===== src/rtl/dac_sample_scheduler.sv =====
// Paced DAC sample scheduler: two valid/ready requesters share one FIFO through a
// round-robin arbiter, and a programmable tick pops one sample onto the held DAC code.
module dac_sample_scheduler #(
  parameter int               WIDTH      = 10,
  parameter int               DEPTH      = 8,
  parameter int               DIV_W      = 16,
  parameter logic [WIDTH-1:0] RESET_CODE = '0
) (
  input  logic                       CLK,
  input  logic                       reset,
  input  logic                       en,
  input  logic [DIV_W-1:0]           div,
  input  logic [WIDTH-1:0]           req0_data,
  input  logic                       req0_valid,
  output logic                       req0_ready,
  input  logic [WIDTH-1:0]           req1_data,
  input  logic                       req1_valid,
  output logic                       req1_ready,
  output logic [WIDTH-1:0]           D,
  output logic                       update,
  output logic [$clog2(DEPTH):0]     fifo_level,
  output logic                       underrun,
  input  logic                       clr_underrun
);

  localparam int AW = $clog2(DEPTH);
  localparam int LW = AW + 1;

  logic [WIDTH-1:0] mem_q [DEPTH];
  logic [AW-1:0]    wr_ptr_q, wr_ptr_d;
  logic [AW-1:0]    rd_ptr_q, rd_ptr_d;
  logic [LW-1:0]    level_q, level_d;
  logic [DIV_W-1:0] cnt_q, cnt_d;
  logic [WIDTH-1:0] d_q, d_d;
  logic             update_q, update_d;
  logic             underrun_q, underrun_d;
  logic             last_grant_q, last_grant_d;

  logic             full_s, empty_s, tick_s, pop_s;
  logic             push0_s, push1_s, push_s;
  logic [WIDTH-1:0] push_data_s;

  // Arbitration, pacing and next-state logic, all from registered state
  always_comb begin
    full_s  = (level_q == LW'(DEPTH));
    empty_s = (level_q == {LW{1'b0}});

    // Contention goes to the requester that did not win the last push
    req0_ready = !full_s && (!req1_valid || last_grant_q);
    req1_ready = !full_s && (!req0_valid || !last_grant_q);

    push0_s     = req0_valid && req0_ready;
    push1_s     = req1_valid && req1_ready;
    push_s      = push0_s || push1_s;
    push_data_s = push1_s ? req1_data : req0_data;

    tick_s = en && (cnt_q >= div);
    pop_s  = tick_s && !empty_s;

    if (!en) begin
      cnt_d = {DIV_W{1'b0}};
    end else if (tick_s) begin
      cnt_d = {DIV_W{1'b0}};
    end else begin
      cnt_d = cnt_q + {{(DIV_W-1){1'b0}}, 1'b1};
    end

    wr_ptr_d = push_s ? wr_ptr_q + {{(AW-1){1'b0}}, 1'b1} : wr_ptr_q;
    rd_ptr_d = pop_s  ? rd_ptr_q + {{(AW-1){1'b0}}, 1'b1} : rd_ptr_q;

    case ({push_s, pop_s})
      2'b10:   level_d = level_q + {{(LW-1){1'b0}}, 1'b1};
      2'b01:   level_d = level_q - {{(LW-1){1'b0}}, 1'b1};
      default: level_d = level_q;
    endcase

    d_d      = pop_s ? mem_q[rd_ptr_q] : d_q;
    update_d = pop_s;

    // An underrun in the same cycle as a clear keeps the flag set
    if (tick_s && empty_s) begin
      underrun_d = 1'b1;
    end else if (clr_underrun) begin
      underrun_d = 1'b0;
    end else begin
      underrun_d = underrun_q;
    end

    if (push0_s) begin
      last_grant_d = 1'b0;
    end else if (push1_s) begin
      last_grant_d = 1'b1;
    end else begin
      last_grant_d = last_grant_q;
    end
  end

  // Control state register
  always_ff @(posedge CLK or posedge reset) begin
    if (reset) begin
      wr_ptr_q     <= {AW{1'b0}};
      rd_ptr_q     <= {AW{1'b0}};
      level_q      <= {LW{1'b0}};
      cnt_q        <= {DIV_W{1'b0}};
      d_q          <= RESET_CODE;
      update_q     <= 1'b0;
      underrun_q   <= 1'b0;
      last_grant_q <= 1'b1;
    end else begin
      wr_ptr_q     <= wr_ptr_d;
      rd_ptr_q     <= rd_ptr_d;
      level_q      <= level_d;
      cnt_q        <= cnt_d;
      d_q          <= d_d;
      update_q     <= update_d;
      underrun_q   <= underrun_d;
      last_grant_q <= last_grant_d;
    end
  end

  // Sample storage; contents are dead once the pointers are reset
  always_ff @(posedge CLK) begin
    if (push_s) begin
      mem_q[wr_ptr_q] <= push_data_s;
    end
  end

  assign D          = d_q;
  assign update     = update_q;
  assign fifo_level = level_q;
  assign underrun   = underrun_q;

endmodule


===== config.mk =====
export PLATFORM = sky130hd
export DESIGN_NAME = dac_sample_scheduler
export DESIGN_NICKNAME = d
export VERILOG_FILES = /design/src/rtl/dac_sample_scheduler.sv
export SDC_FILE = /design/constraint.sdc
export NUM_CORES = 1
export LEC_CHECK = 0
export CORE_ASPECT_RATIO = 1.1
export CORE_UTILIZATION = 55
export CTS_BUF_LIST = sky130_fd_sc_hd__clkbuf_4
export DETAILED_ROUTE_END_ITERATION = 7
export DONT_BUFFER_PORTS = 1
export MAX_ROUTING_LAYER = met4
export PLACE_DENSITY = 0.81
export SLEW_MARGIN = 10
export SYNTH_ARGS = -nofsm -noshare
export SYNTH_HDL_FRONTEND = slang
export SYNTH_SLANG_ARGS = --single-unit

===== constraint.sdc =====
create_clock -name CLK -period 8.9 [get_ports CLK]
set_clock_uncertainty 0.2 [all_clocks]
set_input_delay 1.335 -clock CLK [delete_from_list [all_inputs] [get_ports CLK]]
set_output_delay 1.335 -clock CLK [all_outputs]
set_load 0.02 [all_outputs]

==> qor.yml, run 1 <==
status:
  outcome: "completed"
power_and_ir_drop:
  total_power_mw: 1.443
  clkPwrFrac: 0.266
  power_density_nw_per_um2: 252.5
  power.switching_mw: 0.4129
  sw_frac_of_total: 0.2860
  p_seq_frac: 0.555
  internal_power_mw: 1.031
  power_leakage_nw: 2.166
  p_comb_frac: 0.179
  peakVddDrop_v: 0.0001376
synthesis:
  ys_types: 41
  seq_area_frac_synth: 0.6370
  ys.flop_type: "edfxtp_1"
  synth.yosys.warnings: 0
  synthTopCellsByArea: "edfxtp_1 (45%), dfrtp_1 (18%), mux4_2 (8.5%)"
  synth_common_cells: "edfxtp_1 (80), dfrtp_1 (38), nor2_1 (37)"
  synth-edff-count: 80
  synth_top_area_frac: 0.4528
  synthArstFlopShare: 0.3277
  synth_top_area_cell: "edfxtp_1"
  netlist_instances: 354
  ys_ff_latch: 119
  yosys.cell_count.top_type: "edfxtp_1"
  syn_area_um2: 5305
  syn_area_per_cell_um2: 14.99
  synth_fp_nets: 418
routing:
  wl_um: 8907
  wl_met3_um: 516
  wire_per_inst_um: 17.92
  drc: 0
  highest_layer: "met4"
  firstDrtPassIters: 4
  drtAntennaViolNets: 0
  drtIter0Drc: 156
  route.met2.wl_um: 4524
  vias_per_cell: 5.654
  vias: 2810
  drt-met1-wl_um: 3740
clocking:
  ctsResizeCount: 0
  path_clk_slew_ps: 100
  htreeDepth: 4
  clockRootBuffer: "clkbuf_4"
  postCtsSetupBuffers: 0
  cts_max_path_buffers: 2
  cts_buffers: 17
  cts_tree: "yes"
  clock_latency_ps: 490
  hold_buffers: 0
  clock-sinks: 119
timing:
  rsz0062_at_grt: "false"
  fin_crit_sh: 0.4504
  finalMaxSlewViolations: 0
  worst_pin_slew_ps: 1105
  worst_slack_ps: 4892
  period_minus_slack_ps: 4008
  fmax_mhz: 249.5
  fin_setup_tns_ps: 0
  hold_viol_final: 0
  relSlewSlack: 0.2595
  setup_viol: 0
floorplanning:
  die_x_um: 95.64
  rows: 37
  coreArea_um2: 9351
  initial_core_util: 0.5673
  die_y_um: 105.0
  pin_count: 60
  die-area_um2: 10040
placed_design:
  io_buffers: 0
  dp_slack_ps: 4338
  dp_hpwl_um: 5882
  place.gp.congestion: 0.7328
grt:
  first_global_vias: 2786
  antenna_found_initial: 1
  grt_max_degree: 40
  overflow: 0
  grt_pass1_wl_um: 14380
  grt_usage: 0.2092
final_layout:
  drive_above_1_share: 0.2005
  areaGrowthSynthToFinish_pct: 7.736
  fin_util: 0.6112
  nets: 430
setup_path:
  cp_cell_sequence: "inv_1 > ha_1 > and4_1 > o211ai_1 > o32a_2 > a21oi_4 > ha_1 > xor2_1 > ha_1 > a21oi_1 > xor2_1 > nor2_1 > xor2_1"
  cp-end-kind: "register"
  cpPeakStageDelay_ps: 660
  required_ps: 9080
  critPathTopFamily: "compound AO/OA/AOI/OAI gates"
  start_kind: "input pin"
  cp_max_fo: 26
  worst-path-buf-inv: 1
  crit_type: "in2reg"
  arrival_ps: 4190
  slowest_stage: "a21oi_4"
min_path:
  min_path_type: "reg2reg"
flow_run:
  drv_cap: 0
-- cell usage in the layout, fill, tap and decap left out, types with 2 or more instances in the layout --
cell type  Yosys  final
edfxtp_1      80     80
dfrtp_1       38     38
nor2_1        37     37
ha_1          22     22
nand2_1       21     21
inv_1         21     21
clkbuf_4       0     21
mux4_2        20     20
xor2_1        14     14
a21oi_1       11     11
mux2_2        11     11
mux2i_1       10     10
a21oi_2        9      9
xnor2_1        8      8
nand3_1        6      6
o21ai_0        4      4
clkinv_1       0      4
and4_1         3      3
nand2b_1       3      3
nand4_1        3      3
and3_1         3      3
bufinv_16      0      3
o21a_1         2      2
nor3_2         0      2
a211oi_1       2      2
clkinv_2       0      2
buf_4          2      2
-- sequential cells by signal, summed over array words and instances, names as in the netlist --
register,cells
mem_q,80
fifo_level,4
rd_ptr_q,3
last_grant_q,1
update,1
underrun,1
cnt_q,16
D,10
wr_ptr_q,3
-- final timing paths --
| check | start | endpoint | slack, ps | cells after the start |
|---|---|---|---|---|
| hold / removal | cnt_q[0]$_DFF_PP0_ | cnt_q[0]$_DFF_PP0_ | 290 | 1 |
| setup reg to reg | cnt_q[14]$_DFF_PP0_ | fifo_level[2]$_DFFE_PP0P_ | 5300 | 12 |
| setup / recovery | div[13] | fifo_level[2]$_DFFE_PP0P_ | 4890 | 13 |
| max in group asynchronous | reset | last_grant_q$_DFFE_PP1P_ | 7490 | 2 |
| hold reg to reg | cnt_q[0]$_DFF_PP0_ | cnt_q[0]$_DFF_PP0_ | 290 | 1 |
| min in group asynchronous | reset | cnt_q[1]$_DFF_PP0_ | 630 | 2 |
-- cell families after synthesis --
| group | share of synthesized area |
|---|---|
| flops | 0.6370 |
| simple gates | 0.07666 |
| mux | 0.1292 |
| xor+xnor | 0.03632 |
| fa+ha+maj | 0.05189 |
| buf+inv | 0.02476 |
| compound gates | 0.04410 |
-- metal layers --
metal | GRT usage | up-vias
li1 | - | 1345
met1 | 0.2459 | 1384
met2 | 0.3332 | 69
met3 | 0.06623 | 12
met4 | 0.08316 | 0
met5 | - | -
-- layout make-up --
cell class / count / area [um2]
diodes: 1 / 2.502
clock buffers: 21 / 157.7
clock inverters: 11 / 131.4
fillers: 711 / 3636
inverters: 21 / 78.83
multi-input cells: 205 / 1804
flip-flops and latches: 119 / 3379
well taps: 117 / 146.4
repair buffers: 2 / 15.01
-- power groups by stage --
| stage | clock (mW) | sequential [mW] | combinational, mW |
|---|---|---|---|
| floorplan | 0 | 0.793 | 0.205 |
| global placement | 0 | 0.808 | 0.252 |
| detailed placement | 0 | 0.815 | 0.263 |
| CTS | 0.392 | 0.803 | 0.265 |
| global route | 0.419 | 0.815 | 0.287 |
| finish | 0.384 | 0.802 | 0.258 |
-- metrics by stage --
step / cells / area, um2 / hold WS, ps
2_1_floorplan: 354 / 5305 / 246.1
3_3_place_gp: 464 / 5424 / 274.1
3_5_place_dp: 464 / 5424 / 280.0
4_1_cts: 496 / 5713 / 294.4
5_1_grt: 497 / 5715 / 324.4
6_report: 497 / 5715 / 286.0
Note: power is estimated with default switching activity, not from simulation.
==> inputs of run 2 (changes only) <==
==> constraint.sdc (replaced) <==
create_clock -name CLK -period 3.7 [get_ports CLK]
set_clock_uncertainty 0.2 [all_clocks]
set_input_delay 0.555 -clock CLK [delete_from_list [all_inputs] [get_ports CLK]]
set_output_delay 0.555 -clock CLK [all_outputs]
set_load 0.02 [all_outputs]
==> qor.yml, run 2 (synthesized netlist as in run 1, its figures left out) <==
status:
  outcome: "completed"
flow_run:
  drv_cap: 0
timing:
  worst_pin_slew_ps: 1066
  fin_crit_sh: 0.8493
  finalMaxSlewViolations: 0
  relSlewSlack: 0.2884
  rsz0062_at_grt: "false"
  period_minus_slack_ps: 3142
  fmax_mhz: 318.2
  hold_viol_final: 0
  setup_viol: 0
  fin_setup_tns_ps: 0
  hold_ws_ps: 164.7
routing:
  drtIter0Drc: 106
  route.met2.wl_um: 4768
  wl_met3_um: 654
  wl_um: 9206
  highest_layer: "met4"
  drc: 0
  firstDrtPassIters: 4
  drtAntennaViolNets: 0
  wire_per_inst_um: 18.05
  vias_per_cell: 5.698
  vias: 2906
  drt-met1-wl_um: 3611
final_layout:
  drive_above_1_share: 0.2245
  fin_area_um2: 5794
  instances_no_fill: 510
  mostFrequentLayoutCells: "edfxtp_1 (80), dfrtp_1 (38), nor2_1 (37)"
  regMostFlops: "mem_q"
  largest_reg_flops: 80
  nets: 443
  areaGrowthSynthToFinish_pct: 9.222
  layout_commonest_cell: "edfxtp_1"
setup_path:
  r2r_setup_slack_ps: 560
  ff2ff_path_depth: 12
  crit_type: "reg2reg"
  cp_cell_sequence: "ha_1 > and4_1 > o211ai_1 > o32a_2 > a21oi_4 > ha_1 > xor2_1 > ha_1 > a21oi_1 > xor2_1 > nor2_1 > xor2_1"
  cpPeakStageDelay_ps: 450
  reg2reg_from: "cnt_q[11]$_DFF_PP0_"
  cp-end-kind: "register"
  cp_max_fo: 5
  critPathTopFamily: "compound AO/OA/AOI/OAI gates"
  r2r_end: "fifo_level[2]$_DFFE_PP0P_"
  worst-path-buf-inv: 0
  slowest_stage: "dfrtp_1"
  start_kind: "register"
  required_ps: 3880
  arrival_ps: 3330
clocking:
  hold_buffers: 3
  cts_buffers: 17
  ctsResizeCount: 0
  clockRootBuffer: "clkbuf_4"
  cts_tree: "yes"
  postCtsSetupBuffers: 0
  clock-sinks: 119
  cts_max_path_buffers: 2
  htreeDepth: 4
  clock_latency_ps: 510
  path_clk_slew_ps: 110
placed_design:
  place.gp.congestion: 0.7574
  dp_hpwl_um: 6090
  postPlaceCellArea_um2: 5489
  dp.cells: 474
  io_buffers: 0
grt:
  grt_pass1_wl_um: 14420
  grt_max_degree: 25
  overflow: 0
  grt_usage: 0.2112
  antenna_found_initial: 1
  first_global_vias: 2896
power_and_ir_drop:
  power_density_nw_per_um2: 597.6
  power_leakage_nw: 2.232
  peakVddDrop_v: 0.0002949
floorplanning:
  die-area_um2: 10040
  initial_core_util: 0.5673
  pin_count: 60
  die_x_um: 95.64
  rows: 37
  die_y_um: 105.0
  coreArea_um2: 9351
min_path:
  min_path_type: "in2reg"
  worstHoldStart: "req1_data[3]"
  min_to: "mem_q[5][3]$_DFFE_PP_"
  holdPathStages: 1
-- run 2: cell count changes in the layout (fill, tap and decap cells not counted) --
cell	delta
clkinv_2	+2
clkinv_1	-4
bufinv_16	-1
buf_4	+10
inv_4	+2
nor3_1	+2
dlygate4sd3_1	+3
inv_2	+1
clkinv_4	+2
nor3_2	-2
clkbuf_4	-2
-- run 2: final cells by class --
type                       instances  area, um2
tap                              117      146.4
timing repair buffer              15      120.1
fill                             686       3557
sequential                       119       3379
multi-input combinational        205       1794
antenna                            1      2.502
inverter                          21      78.83
clock buffer                      19      142.6
clock inverter                    13      130.1
-- run 2: per-layer routing --
layer,up-vias,global-route usage
met1,1427,0.2262
met2,100,0.3505
met3,17,0.07569
met4,0,0.08742
li1,1362,-
met5,-,-
-- run 2: where the power goes --
| part | internal (mW) | switching, mW |
|---|---|---|
| Combinational | 0.283 | 0.383 |
| Sequential | 1.74 | 0.179 |
| Clock | 0.412 | 0.471 |
-- run 2: worst max path at each step --
stage,cells past startpoint,end,startpoint
5_1_grt,12,fifo_level[2]$_DFFE_PP0P_,cnt_q[11]$_DFF_PP0_
2_1_floorplan,14,fifo_level[2]$_DFFE_PP0P_,div[14]
6_report,12,fifo_level[2]$_DFFE_PP0P_,cnt_q[11]$_DFF_PP0_
4_1_cts,12,fifo_level[2]$_DFFE_PP0P_,cnt_q[11]$_DFF_PP0_
3_5_place_dp,13,fifo_level[2]$_DFFE_PP0P_,div[14]
3_3_place_gp,13,fifo_level[2]$_DFFE_PP0P_,div[15]
-- run 2: per-stage QoR --
| step | utilization | worst slack (ps) | power [mW] |
|---|---|---|---|
| after global routing | 0.6196 | 387.2 | 3.650 |
| after detailed placement | 0.5870 | 437.4 | 2.622 |
| after global placement | 0.5870 | 556.1 | 2.578 |
| final | 0.6196 | 557.8 | 3.462 |
| after floorplan | - | 413.1 | 2.400 |
| after CTS | 0.6193 | 552.4 | 3.502 |
==> inputs of run 3 (changes only) <==
==> constraint.sdc (replaced) <==
create_clock -name CLK -period 2.9 [get_ports CLK]
set_clock_uncertainty 0.2 [all_clocks]
set_input_delay 0.435 -clock CLK [delete_from_list [all_inputs] [get_ports CLK]]
set_output_delay 0.435 -clock CLK [all_outputs]
set_load 0.02 [all_outputs]
==> qor.yml, run 3 (synthesized netlist as in run 1, its figures left out) <==
power_and_ir_drop:
  peakVddDrop_v: 0.0004587
  power.switching_mw: 1.422
  power_density_nw_per_um2: 752.6
  internal_power_mw: 3.168
  clkPwrFrac: 0.260
  power_leakage_nw: 2.331
  p_comb_frac: 0.217
  p_seq_frac: 0.523
  sw_frac_of_total: 0.3098
  total_power_mw: 4.590
setup_path:
  required_ps: 3140
  crit_type: "reg2reg"
  start_kind: "register"
  arrival_ps: 3050
  cp-end-kind: "register"
  cp_max_fo: 5
routing:
  wl_um: 9777
  vias_per_cell: 5.688
  drc: 0
  drtAntennaViolNets: 0
  vias: 3009
  firstDrtPassIters: 4
  wire_per_inst_um: 18.48
  drtIter0Drc: 139
final_layout:
  nets: 463
  drive_above_1_share: 0.3034
  layout_commonest_cell: "edfxtp_1"
  largest_reg_flops: 80
  regMostFlops: "mem_q"
  antenna_cells: 0
  areaGrowthSynthToFinish_pct: 14.95
  fin_util: 0.6521
  mostFrequentLayoutCells: "edfxtp_1 (80), dfrtp_1 (38), nor2_1 (37)"
clocking:
  clock-sinks: 119
  clockRootBuffer: "clkbuf_4"
  cts_tree: "yes"
  cts_buffers: 17
  path_clk_slew_ps: 120
  cts_max_path_buffers: 2
  clock_latency_ps: 500
  htreeDepth: 4
grt:
  grt_usage: 0.2186
  overflow: 0
  grt_max_degree: 40
  antenna_found_initial: 0
  first_global_vias: 3101
  grt_pass1_wl_um: 15190
placed_design:
  place.gp.congestion: 0.7750
  dp_hpwl_um: 6459
  io_buffers: 0
timing:
  finalMaxSlewViolations: 0
  setup_viol: 0
  fmax_mhz: 356.2
  period_minus_slack_ps: 2807
  worst_pin_slew_ps: 1103
  fin_crit_sh: 0.9681
  relSlewSlack: 0.2621
  hold_viol_final: 0
  fin_setup_tns_ps: 0
  rsz0062_at_grt: "true"
floorplanning:
  die-area_um2: 10040
  rows: 37
  die_x_um: 95.64
  initial_core_util: 0.5673
  pin_count: 60
  coreArea_um2: 9351
  die_y_um: 105.0
status:
  outcome: "completed"
flow_run:
  drv_cap: 0
min_path:
  min_path_type: "in2reg"
[run 3: power by group through the flow]
stage	logic, mW	registers [mW]	clock network (mW)
after floorplan	0.643	2.43	0
after detailed placement	0.967	2.44	0
after global routing	1.08	2.43	1.30
after global placement	0.924	2.41	0
after CTS	0.988	2.41	1.22
final	0.995	2.40	1.19
[run 3: path summary, 6_finish.rpt]
check / cells past startpoint / slack [ps] / to / start
setup / recovery: 12 / 90 / fifo_level[2]$_DFFE_PP0P_ / cnt_q[14]$_DFF_PP0_
hold / removal: 2 / 40 / cnt_q[0]$_DFF_PP0_ / en
setup reg to reg: 12 / 90 / fifo_level[2]$_DFFE_PP0P_ / cnt_q[14]$_DFF_PP0_
hold reg to reg: 2 / 330 / last_grant_q$_DFFE_PP1P_ / last_grant_q$_DFFE_PP1P_
max in group asynchronous: 3 / 1840 / wr_ptr_q[2]$_DFFE_PP0P_ / reset
min in group asynchronous: 3 / 290 / cnt_q[1]$_DFF_PP0_ / reset
[run 3: final cells by class]
cell class,count,area (um2)
Fill cell,654,3253
Clock buffer,17,127.6
Multi-Input combinational cell,205,1927
Clock inverter,15,163.9
Timing Repair Buffer,35,272.8
Sequential cell,119,3379
Inverter,21,81.33
Tap cell,117,146.4
[run 3: repair_timing]
item                                    4_1_cts  5_1_grt
endpoints found under the hold margin        40        0
pin swaps                                     3        6
gates resized for setup                       4        5
setup buffers                                 2        5
hold buffers                                  4        0
endpoints found under the setup margin        2        2
[run 3: metal layers]
| layer | vias up | wire, um | part of all wire | track usage |
|---|---|---|---|---|
| li1 | 1410 | - | - | - |
| met5 | - | 0 | 0 | - |
| met1 | 1498 | 3903 | 0.40 | 0.2441 |
| met3 | 14 | 517 | 0.053 | 0.06259 |
| met4 | 0 | 166 | 0.017 | 0.08635 |
| met2 | 87 | 5190 | 0.53 | 0.3658 |
[run 3: metrics by stage]
stage | cell area, um2 | std cells | hold WS (ps) | worst slack [ps]
6_report | 6098 | 529 | 35.30 | 92.55
4_1_cts | 6033 | 524 | 7.241 | 5.588
2_1_floorplan | 5395 | 354 | 246.1 | -107.7
3_3_place_gp | 5662 | 486 | 286.8 | -25.55
5_1_grt | 6098 | 529 | 4.677 | -59.11
3_5_place_dp | 5662 | 486 | 293.2 | -201.2
[run 3: critical path, cell delays in order (launching register included)]
cell and delay, ps:
dfrtp_1 430, ha_4 280, and4_4 240, o211ai_1 100, o32a_4 350, a21oi_4 190
ha_4 190, xor2_2 130, ha_2 190, a21oi_2 40, xor2_1 140, nor2_1 120
xor2_1 140
==> patch 1 (config.mk and constraints of run 2) <==
Change the parameter `WIDTH` from 10 to 14.
--- a/src/rtl/dac_sample_scheduler.sv
+++ b/src/rtl/dac_sample_scheduler.sv
@@ -1,7 +1,7 @@
 // Paced DAC sample scheduler: two valid/ready requesters share one FIFO through a
 // round-robin arbiter, and a programmable tick pops one sample onto the held DAC code.
 module dac_sample_scheduler #(
-  parameter int               WIDTH      = 10,
+  parameter int               WIDTH      = 14,
   parameter int               DEPTH      = 8,
   parameter int               DIV_W      = 16,
   parameter logic [WIDTH-1:0] RESET_CODE = '0
Interface: changed (resized D, req0_data and req1_data); port bits go from 60 to 72. The function was not compared with the original's and may differ.
==> patch 1 against run 2 <==
Clock power increased by 25%; count of clock-buffer cells in the layout unchanged; design area increased by 25%; worst setup slack got worse by 180 ps; total power increased by 26%; sequential cell count increased by 36; wire length increased by 31%; area after synthesis increased by 26%; critical endpoint unchanged; highest routed layer unchanged.
==> patch 1: results (changes against run 2) <==
<table>
<tr><th>Metric</th><th>Value</th></tr>
<tr><th colspan="2">Status</th></tr>
<tr><td>Result of the run</td><td>completed</td></tr>
<tr><th colspan="2">CTS</th></tr>
<tr><td>Hold-fix buffers at CTS</td><td>5 (+2)</td></tr>
<tr><td>Clock-pin slew of the registers on the worst-case setup and hold paths</td><td>130 ps (+20 ps)</td></tr>
<tr><th colspan="2">GRT</th></tr>
<tr><td>Vias in the first global route</td><td>3680 (+27%)</td></tr>
<tr><td>Met1 demand-to-capacity share in global routing</td><td>25.9% (+3.2 points)</td></tr>
<tr><td>Largest net degree at the start of global routing</td><td>44 (+76%)</td></tr>
<tr><td>GR Layer Usage met3</td><td>5.54% (-2.0 points)</td></tr>
<tr><td>Global Route met2 Usage</td><td>35.3% (+0.23 points)</td></tr>
<tr><th colspan="2">Drt</th></tr>
<tr><td>Number of DRC markers after the initial detailed-route iteration</td><td>230 (+120%)</td></tr>
<tr><td>Final wirelength</td><td>12000 microns (+31%)</td></tr>
<tr><td>Met2 wirelength from detailed routing</td><td>6280 microns (+32%)</td></tr>
<tr><td>DRT Pass-1 Iters</td><td>5 (+1)</td></tr>
<tr><td>M1 wire length</td><td>5050 microns (+40%)</td></tr>
<tr><th colspan="2">Setup path</th></tr>
<tr><td>Cell at the slowest stage of the critical path</td><td>sky130_fd_sc_hd__a2111oi_0</td></tr>
<tr><td>Slowest stage delay, CP</td><td>530 ps (+80 ps)</td></tr>
<tr><th colspan="2">Yosys</th></tr>
<tr><td>Fraction of synthesis flops using an asynchronous set or reset pin</td><td>27.7% (-5.0 points)</td></tr>
<tr><td>Mean cell area of the mapped netlist</td><td>16.0 sq um (+7.0%)</td></tr>
<tr><td>Count of flip-flops with a built-in enable after synthesis</td><td>112 (+40%)</td></tr>
<tr><td>Library cells used by synthesis</td><td>38 (-7.3%)</td></tr>
<tr><td>Synthesized Nets</td><td>488 (+17%)</td></tr>
<tr><th colspan="2">Pwr</th></tr>
<tr><td>Switching part of the total power</td><td>27.9% (-1.9 points)</td></tr>
<tr><td>Seq. pwr</td><td>0.00251 W (+31%)</td></tr>
<tr><td>Total power after layout</td><td>0.00436 W (+26%)</td></tr>
<tr><td>Worst VDD drop</td><td>0.369 mV (+25%)</td></tr>
<tr><th colspan="2">Placement</th></tr>
<tr><td>Hpwl dp</td><td>7550 microns (+24%)</td></tr>
<tr><td>Placed Instances</td><td>565 (+19%)</td></tr>
<tr><td>Routability congestion estimate from global placement</td><td>0.740 (-2.2%)</td></tr>
<tr><td>Total cell area at the placement stage</td><td>0.00688 sq mm (+25%)</td></tr>
<tr><th colspan="2">Finish</th></tr>
<tr><td>Ant. Diodes</td><td>0 (-1)</td></tr>
</table>
patch 1: cell count changes in the layout (fill, tap and decap cells not counted), sizes merged, moves of 2 or more:
cell and delta:
a21oi +4, bufinv +2, dfrtp +4, dlygate4sd3 +2, edfxtp +32, inv -3, mux2 +5, mux2i +4
mux4 +8, nand2 -4, nand2b +2, nor2 +2
patch 1: cell families after synthesis:
group / Yosys count / share of synthesized area (%)
fa+ha+maj: 22 / 4.13
flops: 155 / 66.6
mux: 59 / 14.4
xor+xnor: 23 / 3.02
compound gates: 39 / 3.55
simple gates: 85 / 6.00
buf+inv: 33 / 2.29
patch 1: per-stage QoR:
step	util [%]	worst slack, ps
floorplan	-	433
global placement	59.1	534
detailed placement	59.1	279
CTS	62.2	377
global route	62.2	226
finish	62.2	377
patch 1: worst max-delay path: cells and delay by family (launching register included):
family / cells / cell delay, ps
and+or+nand+nor: 2 / 200
adders and majority gates: 3 / 760
xor gates and xnor gates: 3 / 490
AOI/OAI and AO/OA: 4 / 1090
buffers and inverters: 1 / 60
DFF: 1 / 420
patch 1: final timing paths:
path	from	endpoint	cells after the start	slack [ps]
worst max-delay path	cnt_q[0]	fifo_level[2]	13	380
worst min-delay path	req1_data[9]	mem_q[6][9]	1	170
worst max register to register	cnt_q[0]	fifo_level[2]	13	380
worst min register to register	cnt_q[0]	cnt_q[0]	1	310
max in group asynchronous	reset	rd_ptr_q[0]	2	2090
min in group asynchronous	reset	D[12]	2	530
patch 1: cell type report:
class / count / area, sq um
Multi-Input combinational cell: 228 / 2090
Clock inverter: 13 / 174
Inverter: 20 / 75.1
Fill cell: 835 / 4400
Timing Repair Buffer: 17 / 140
Sequential cell: 155 / 4440
Tap cell: 150 / 188
Clock buffer: 19 / 143
==> patch 2 (config.mk and constraints of run 2) <==
Without the edit above. Add an input register stage for `div`, without a reset; this delays it by one clock. The other inputs are not delayed to match.
--- a/src/rtl/dac_sample_scheduler.sv
+++ b/src/rtl/dac_sample_scheduler.sv
@@ -25,6 +25,12 @@
 
   localparam int AW = $clog2(DEPTH);
   localparam int LW = AW + 1;
+
+  logic [DIV_W-1:0] div_q;
+
+  always_ff @(posedge CLK) begin
+    div_q <= div;
+  end
 
   logic [WIDTH-1:0] mem_q [DEPTH];
   logic [AW-1:0]    wr_ptr_q, wr_ptr_d;
@@ -54,7 +60,7 @@
     push_s      = push0_s || push1_s;
     push_data_s = push1_s ? req1_data : req0_data;
 
-    tick_s = en && (cnt_q >= div);
+    tick_s = en && (cnt_q >= div_q);
     pop_s  = tick_s && !empty_s;
 
     if (!en) begin
Function: changed (a bounded check fails within 4 cycles, from zero or initial values and one cycle with reset high).
==> patch 2 against run 2 <==
Wire length rose by 6.5%; design area up 9.0%; global-route usage decreased by 0.35 points; cell count increased by 6.9%; area after synthesis up 6.6%; worst setup slack improved by 13 ps; total power grew 3.3%; sequential cell count is 16 higher; synthesized cell count grew 5.6%.
==> patch 2: results (changes against run 2) <==
<table>
<tr><th>Metric</th><th>Value</th></tr>
<tr><th colspan="2">GRT</th></tr>
<tr><td>Wire length of the first global-routing pass</td><td>15500 microns (+7.4%)</td></tr>
<tr><td>Antenna violations before repair</td><td>0 (-1)</td></tr>
<tr><th colspan="2">Yosys</th></tr>
<tr><td>Library cells used by synthesis</td><td>38 (-7.3%)</td></tr>
<tr><td>Synthesized Nets</td><td>438 (+4.8%)</td></tr>
<tr><td>Mean cell area of the mapped netlist</td><td>15.1 sq um (+0.86%)</td></tr>
<tr><td>Commonest cells in the synthesized netlist</td><td>sky130_fd_sc_hd__edfxtp_1, sky130_fd_sc_hd__nor2_1, sky130_fd_sc_hd__dfrtp_1</td></tr>
<tr><td>Xor/xnor cell area share of the yosys netlist</td><td>3.41% (-0.22 points)</td></tr>
<tr><th colspan="2">Die</th></tr>
<tr><td>Core region area</td><td>0.00994 sq mm (+6.3%)</td></tr>
<tr><th colspan="2">Status</th></tr>
<tr><td>Result of the run</td><td>completed</td></tr>
<tr><th colspan="2">Placement</th></tr>
<tr><td>Hpwl dp</td><td>6240 microns (+2.5%)</td></tr>
<tr><td>Routability congestion estimate from global placement</td><td>0.820 (+8.2%)</td></tr>
<tr><td>Worst setup timing slack at the placement stage</td><td>565 ps (+128 ps)</td></tr>
<tr><th colspan="2">Timing</th></tr>
<tr><td>Max-slew headroom at the worst pin</td><td>37.1% (+8.3 points)</td></tr>
<tr><th colspan="2">Pwr</th></tr>
<tr><td>Combinational group power</td><td>0.000552 W (-17%)</td></tr>
<tr><td>Standby leakage power</td><td>2.41 nW (+8.0%)</td></tr>
<tr><td>Worst VDD drop</td><td>0.363 mV (+23%)</td></tr>
<tr><td>Relative contribution of the clock network to total power</td><td>27.6% (+2.1 points)</td></tr>
<tr><td>Internal power summed over all cells</td><td>0.00253 W (+4.2%)</td></tr>
<tr><th colspan="2">Setup path</th></tr>
<tr><td>Reg2Reg Launch Point</td><td>cnt_q[0]</td></tr>
<tr><td>Slowest stage delay, CP</td><td>430 ps (-20 ps)</td></tr>
<tr><th colspan="2">Finish</th></tr>
<tr><td>Share of final-layout standard cells stronger than drive strength 1</td><td>20.9% (-1.5 points)</td></tr>
<tr><td>Ant. Diodes</td><td>0 (-1)</td></tr>
<tr><th colspan="2">Drt</th></tr>
<tr><td>Total number of vias</td><td>3087 (+6.2%)</td></tr>
<tr><td>Average wire length per cell after detail routing</td><td>18.0 microns (-0.36%)</td></tr>
<tr><td>Number of DRC markers after the initial detailed-route iteration</td><td>118 (+11%)</td></tr>
<tr><th colspan="2">Min path</th></tr>
<tr><td>Hold path startpoint</td><td>req1_data[4]</td></tr>
<tr><th colspan="2">CTS</th></tr>
<tr><td>Hold-fix buffers at CTS</td><td>19 (+16)</td></tr>
</table>
## patch 2: cell types whose count changed in the layout (fill, tap and decap cells not counted), moves of 3 or more
cell,before,now
sky130_fd_sc_hd__dfxtp_1,0,16
sky130_fd_sc_hd__dlygate4sd3_1,3,19
sky130_fd_sc_hd__clkinv_2,4,0
sky130_fd_sc_hd__inv_6,0,4
sky130_fd_sc_hd__nand4_1,3,6
sky130_fd_sc_hd__xnor2_1,8,11
sky130_fd_sc_hd__xor2_1,14,11
## patch 2: worst paths after layout
kind	end	slack [ps]	cells after the start
max in group asynchronous	last_grant_q	2540	3
setup / recovery	fifo_level[2]	570	13
hold / removal	mem_q[6][4]	140	1
setup reg to reg	fifo_level[2]	570	13
hold reg to reg	cnt_q[0]	320	1
min in group asynchronous	rd_ptr_q[0]	370	3
## patch 2: cell type report
cell class | instances | area [sq um]
Clock buffer | 17 | 128
Clock inverter | 14 | 166
Fill cell | 691 | 3620
Inverter | 21 | 78.8
Multi-Input combinational cell | 208 | 1820
Sequential cell | 135 | 3700
Tap cell | 120 | 150
Timing Repair Buffer | 30 | 273
## patch 2: metrics by stage
stage | cell area (sq um) | hold slack, ps | total power [W] | util (%) | cells
2_1_floorplan | 5650 | 267 | 0.00242 | - | 374
3_3_place_gp | 5830 | 283 | 0.00257 | 58.7 | 495
3_5_place_dp | 5830 | 305 | 0.00262 | 58.7 | 495
4_1_cts | 6310 | 104 | 0.00361 | 63.5 | 545
5_1_grt | 6310 | 99.9 | 0.00375 | 63.5 | 545
6_report | 6310 | 141 | 0.00358 | 63.5 | 545
## patch 2: routing by layer
layer	GRT usage [%]	part of all wire, %	vias up
met4	7.68	2.1	0
met2	35.0	52	67
met3	7.56	5.2	22
met1	22.7	41	1548
met5	-	0	-
li1	-	-	1450
